--- src/rtl/dmem_pkg.sv ---
// dmem_pkg: shared types and constants for the data-memory arbiter
// Ports: none (package).
package dmem_pkg;
  localparam int MAX_VL_DEF = 8;
  localparam int VL_W_DEF = 4;
  localparam int ELEM_W = 32;
  typedef logic [1:0] state_t;
  localparam state_t IDLE = 2'd0;
  localparam state_t VEC_RUN = 2'd1;
  localparam state_t VEC_DRAIN = 2'd2;
endpackage

--- src/rtl/vec_addr_gen.sv ---
// vec_addr_gen: strided element address and index generator for vector bursts
// Ports: load latches base/stride/vl and preloads element 1; step advances one element;
//        addr/idx describe the element to issue, last flags the final element.
module vec_addr_gen import dmem_pkg::*; #(
  parameter int VL_W = VL_W_DEF
) (
  input  logic            clk,
  input  logic            rst,
  input  logic            load,
  input  logic            step,
  input  logic [31:0]     base,
  input  logic [31:0]     stride,
  input  logic [VL_W-1:0] vl,
  output logic [31:0]     addr,
  output logic [VL_W-1:0] idx,
  output logic            last
);
  logic [31:0] stride_q;
  logic [VL_W-1:0] vl_q;
  // element 0 is issued straight from base in the accept cycle, so load primes element 1
  always_ff @(posedge clk or posedge rst)
    if (rst) begin
      addr <= '0;
      idx <= '0;
      stride_q <= '0;
      vl_q <= '0;
    end else if (load) begin
      addr <= base + stride;
      idx <= VL_W'(1);
      stride_q <= stride;
      vl_q <= vl;
    end else if (step) begin
      addr <= addr + stride_q;
      idx <= idx + 1'b1;
    end
  assign last = idx == vl_q - 1'b1;
endmodule

--- src/rtl/dmem_arbiter.sv ---
// dmem_arbiter: shares the data_mem port between scalar accesses and strided vector bursts
// Ports: s_* scalar request/grant/read-return; v_* vector burst request/status/load data;
//        mem_* / stg_en drive data_mem, mem_data is its registered read data.
module dmem_arbiter import dmem_pkg::*; #(
  parameter int MAX_VL = MAX_VL_DEF,
  parameter int VL_W = VL_W_DEF
) (
  input  logic                     clk,
  input  logic                     rst,
  input  logic                     s_req,
  input  logic                     s_we,
  input  logic [31:0]              s_addr,
  input  logic [31:0]              s_wdata,
  output logic                     s_gnt,
  output logic                     s_rvalid,
  output logic [31:0]              s_rdata,
  input  logic                     v_req,
  input  logic                     v_we,
  input  logic [31:0]              v_base,
  input  logic [31:0]              v_stride,
  input  logic [VL_W-1:0]          v_vl,
  input  logic [ELEM_W*MAX_VL-1:0] v_wdata,
  output logic                     v_busy,
  output logic                     v_done,
  output logic [ELEM_W*MAX_VL-1:0] v_rdata,
  output logic [31:0]              mem_addr,
  output logic [31:0]              mem_write_data,
  output logic                     mem_write_en,
  output logic                     stg_en,
  input  logic [31:0]              mem_data
);
  state_t state, state_nx;
  logic last_vec, we_q, cap_en, g_last;
  logic idle, run, grant_s, grant_v, v_iss;
  logic [ELEM_W*MAX_VL-1:0] wd_q;
  logic [VL_W-1:0] vl_c, g_idx, cap_idx;
  logic [31:0] g_addr, run_wd;
  assign vl_c = v_vl > VL_W'(MAX_VL) ? VL_W'(MAX_VL) : v_vl;
  // rst gates the combinational grant path so every output reads zero while reset is held
  assign idle = state == IDLE && !rst;
  assign run = state == VEC_RUN && !rst;
  assign grant_s = idle && s_req && (!v_req || last_vec);
  assign grant_v = idle && v_req && (!s_req || !last_vec);
  assign v_iss = grant_v && vl_c != '0;
  assign run_wd = wd_q[ELEM_W*g_idx +: ELEM_W];
  assign s_gnt = grant_s;
  assign stg_en = grant_s || v_iss || run;
  assign mem_write_en = grant_s ? s_we : v_iss ? v_we : run && we_q;
  assign mem_addr = grant_s ? s_addr : v_iss ? v_base : run ? g_addr : '0;
  assign mem_write_data = grant_s ? s_wdata : v_iss ? v_wdata[ELEM_W-1:0] : run ? run_wd : '0;
  assign v_busy = state != IDLE;
  assign v_done = state == VEC_DRAIN;
  assign s_rdata = s_rvalid ? mem_data : '0;
  always_comb
    state_nx = grant_v ? (vl_c <= VL_W'(1) ? VEC_DRAIN : VEC_RUN) : run ? (g_last ? VEC_DRAIN : VEC_RUN) : IDLE;
  vec_addr_gen #(.VL_W(VL_W)) u_gen (
    .clk(clk),
    .rst(rst),
    .load(grant_v),
    .step(run),
    .base(v_base),
    .stride(v_stride),
    .vl(vl_c),
    .addr(g_addr),
    .idx(g_idx),
    .last(g_last)
  );
  always_ff @(posedge clk or posedge rst)
    if (rst) begin
      state <= IDLE;
      last_vec <= 1'b1;
      we_q <= 1'b0;
      wd_q <= '0;
      s_rvalid <= 1'b0;
      cap_en <= 1'b0;
      cap_idx <= '0;
      v_rdata <= '0;
    end else begin
      state <= state_nx;
      s_rvalid <= grant_s && !s_we;
      // the element issued this cycle returns on mem_data next cycle
      cap_en <= (v_iss && !v_we) || (run && !we_q);
      cap_idx <= run ? g_idx : '0;
      if (grant_s || grant_v) last_vec <= grant_v;
      if (grant_v) begin
        we_q <= v_we;
        wd_q <= v_wdata;
      end
      if (cap_en) v_rdata[ELEM_W*cap_idx +: ELEM_W] <= mem_data;
    end
endmodule
--- config.mk ---
export PLATFORM = sky130hd
export DESIGN_NAME = dmem_arbiter
export DESIGN_NICKNAME = d
export VERILOG_FILES = /design/src/rtl/dmem_pkg.sv /design/src/rtl/vec_addr_gen.sv /design/src/rtl/dmem_arbiter.sv
export SDC_FILE = /design/constraint.sdc
export NUM_CORES = 2
export LEC_CHECK = 0
export CAP_MARGIN = 25
export CELL_PAD_IN_SITES_DETAIL_PLACEMENT = 0
export CELL_PAD_IN_SITES_GLOBAL_PLACEMENT = 1
export CORE_AREA = 3 3 343 345
export DETAILED_ROUTE_END_ITERATION = 16
export DIE_AREA = 0 0 346 348
export PLACE_DENSITY_LB_ADDON = 0.1
export SYNTH_ARGS = -nofsm -noshare
export SYNTH_HDL_FRONTEND = slang
export SYNTH_SLANG_ARGS = --single-unit
--- constraint.sdc ---
create_clock -name clk -period 29.2 [get_ports clk]
set_clock_uncertainty 0.1 [all_clocks]
set_input_delay 5.84 -clock clk [delete_from_list [all_inputs] [get_ports clk]]
set_output_delay 5.84 -clock clk [all_outputs]
set_load 0.05 [all_outputs]
==> flow_metrics.py <==
metrics = {
    "sta": {
        "hold_viol": 0,
        "setup_slack_ns": 12.97,
        "period_needed_ns": 16.23,
        "max_slew_margin_pct": 26.9,
        "fmax_mhz": 61.6,
        "fin_crit_sh_pct": 55.6,
        "slew_violations": 0,
        "worst_pin_slew_ns": 1.10,
        "setup_viol": 0,
        "setup_tns_ns": 0,
        "rsz0062_at_grt": "false",
    },
    "power": {
        "power.static_leakage_nw": 18.8,
        "ir_drop_uv": 49.6,
        "power_density_mw_per_mm2": 90.2,
    },
    "yosys": {
        "synth_area_leaders": "dfrtp_1 (52%), nand2_1 (16%), mux4_2 (5.0%)",
        "ys_ff_latch": 594,
        "ys_top_cells_by_count": "nand2_1 (1255), dfrtp_1 (593), o21ai_0 (258), clkbuf_1 (167), nor2_1 (117)",
        "synth_fp_nets": 3606,
        "synth_edf_count": 0,
        "syn_area_mm2": 0.0286,
        "synth_flop_cell": "dfrtp_1",
        "async_reset_ff_share_pct": 100,
        "synth_top_area_share_pct": 51.8,
        "yosysTopAreaCell": "dfrtp_1",
        "ys_warn_count": 0,
        "yosysSeqAreaShare_pct": 51.9,
        "syn_avg_cell_area_um2": 9.20,
        "yosys.cell_count.top_type": "nand2_1",
        "synth_cell_types": 70,
        "synth_cells": 3112,
    },
    "critical_path": {
        "cp.buffers_inverters": 3,
        "path_class": "in -> out",
        "cp-end-kind": "output port",
        "crit_path_cell_trace": "clkdlybuf4s50_1 > nor2_1 > nand3_4 > nor2_4 > buf_4 > a221oi_1 > nor2_1 > clkdlybuf4s50_1",
        "arrival_ns": 10.29,
        "cp_slowest_cell": "nor2_4",
        "worst_path_dominant_cell_family": "simple AND/OR/NAND/NOR gates",
        "cp_slowest_stage_delay_ns": 0.99,
        "worstPathRequired_ns": 23.26,
        "critPathLaunch": "rst",
        "r2r_start": "state[1]",
        "worstPathMaxFanout": 45,
        "cp-start-kind": "primary input",
    },
    "routing": {
        "drt-total-wl_mm": 125,
        "ant_nets": 0,
        "drc_errors": 0,
        "via_count": 24800,
        "wl_per_cell_um": 23.2,
        "dr.first_iter.drc_count": 1435,
        "drtPass1Iterations": 8,
        "drt-vias-per-instance": 4.59,
    },
    "placement": {
        "hpwl_mm": 93.4,
        "dp_cells": 5253,
        "gp_congestion": 0.774,
        "io_buffer_count": 783,
        "place_ws_ns": 12.90,
    },
    "grt": {
        "grt_antenna_before_repair": 52,
        "grt_remaining_overflow": 0,
        "grt_pass1_wl_mm": 182,
        "grt.total_usage_pct": 20.5,
        "grt_max_degree": 210,
        "grt_pass1_vias": 26000,
    },
    "layout": {
        "final-seq-area_mm2": 0.0149,
        "utilization_pct": 35.6,
        "drive_gt1_share_pct": 8.63,
        "nFillCells": 11900,
        "multi_input_area_mm2": 0.0130,
        "area_growth_pct": 42.3,
        "stdcell_count": 5412,
        "fin_nets": 4317,
    },
    "die": {
        "rows": 124,
        "chipWidth_um": 346,
        "dieArea_mm2": 0.120,
        "ios": 784,
        "die_h_um": 348,
        "core_area_mm2": 0.115,
        "floorplan.initialDensity_pct": 25.0,
    },
    "cts": {
        "cts_tree": "built",
        "htreeDepth": 3,
        "clkTransAtPathRegs_ns": 0.05,
        "clockRootBuffer": "clkbuf_16",
        "post_cts_buffers": 0,
        "numCtsBuffers": 77,
        "clock_path_buffers": 3,
        "cts.sinks": 594,
        "insertion_delay_ns": 0.64,
        "ctsHoldBuffers": 0,
        "post_cts_resized": 0,
    },
    "flow_run": {
        "drv_cap": 0,
    },
    "hold_path": {
        "hp-class": "reg -> reg",
        "holdCritStartpoint": "wd_q[191]",
    },
    "outcome": {
        "status": "finished clean",
    },
}
==> path summary, 6_finish.rpt <==
| path | endpoint | depth (start not counted) | slack [ns] |
|---|---|---|---|
| max in group asynchronous | v_rdata[31] | 5 | 20.31 |
| worst max register to register | u_gen.addr[29] | 8 | 25.33 |
| min in group asynchronous | wd_q[222] | 2 | 5.77 |
| worst min-delay path | wd_q[191] | 2 | 0.37 |
| worst max-delay path | mem_write_data[12] | 8 | 12.97 |
| worst min register to register | wd_q[191] | 2 | 0.37 |
==> stage by stage <==
stage,power [W],instance area [um^2],hold WS (ns)
floorplan,0.00222,28600,0.340
global placement,0.00275,38000,0.353
detailed placement,0.00275,38100,0.358
CTS,0.00374,40600,0.371
global route,0.00392,40700,0.384
finish,0.00367,40700,0.366
==> cell type report <==
cell class                 count  area share [%]
clock buffer                 114            5.69
multi-input combinational   2281            31.8
tap                         1512            4.65
antenna                       19           0.117
clock inverter                23           0.562
sequential                   594            36.5
inverter                      49           0.473
timing repair buffer         820            20.2
==> sequential cells by signal (all words and copies together), names as in the netlist <==
register        count
v_rdata           256
wd_q              256
u_gen.addr         32
u_gen.stride_q     32
cap_idx             4
u_gen.idx           4
u_gen.vl_q          4
state               2
cap_en              1
last_vec            1
s_rvalid            1
we_q                1
==> placed cells by master, fill, tap and decap left out, types with 4 or more instances in the layout <==
master and n:
a211oi_1 10, a21boi_0 4, a21o_1 32, a21oi_1 61, a221oi_1 33, a222oi_1 32, a22oi_1 6, a31oi_1 19
and2_1 40, and3_1 14, buf_12 6, buf_4 29, clkbuf_1 14, clkbuf_16 79, clkbuf_8 21, clkdlybuf4s50_1 783
clkinv_2 14, dfrtp_1 590, diode_2 19, ha_1 66, inv_1 47, mux2_2 67, mux4_2 64, nand2_1 1252
nand2b_1 7, nand3_1 16, nand3_2 6, nand3b_1 6, nor2_1 113, nor2b_1 6, nor3_1 12, o211ai_1 7
o21ai_0 258, o21bai_1 4, o221ai_1 4, xnor2_1 36, xor2_1 28
==> where the power goes <==
| group | leakage [nW] | internal, W | total (W) | switching (W) |
|---|---|---|---|---|
| clock network | 1.26 | 0.000576 | 0.000964 | 0.000388 |
| logic | 10.9 | 0.000605 | 0.00144 | 0.000831 |
| registers | 6.59 | 0.00108 | 0.00127 | 0.000196 |
| total | 18.8 | 0.00226 | 0.00367 | 0.00142 |
==> metal layers <==
metal  global-route usage [%]  vias to the layer above  share of wire, %
li1                         -                    12000                 -
met1                     24.1                    12000                40
met2                     35.9                      706                50
met3                     5.82                      173               7.2
met4                     6.89                       34               2.9
met5                        0                        -              0.19
==> cell families (layout without fill, tap and decap cells) <==
kind of cell / count (synthesis) / in the layout / share of synthesized area, %
muxes: 132 / 132 / 7.71
adders and majority gates: 68 / 68 / 3.03
other: 0 / 19 / 0
and+or+nand+nor: 1500 / 1500 / 20.7
DFF: 594 / 594 / 51.9
xor gates and xnor gates: 64 / 64 / 1.96
AOI/OAI and AO/OA: 517 / 517 / 11.5
buffers and inverters: 237 / 1006 / 3.15
==> worst min-delay path, stage by stage, from the launching register on <==
cell,delay [ns]
dfrtp_1,0.33
nand2_1,0.05
nand2_1,0.05
(Power assumes the default switching activity.)
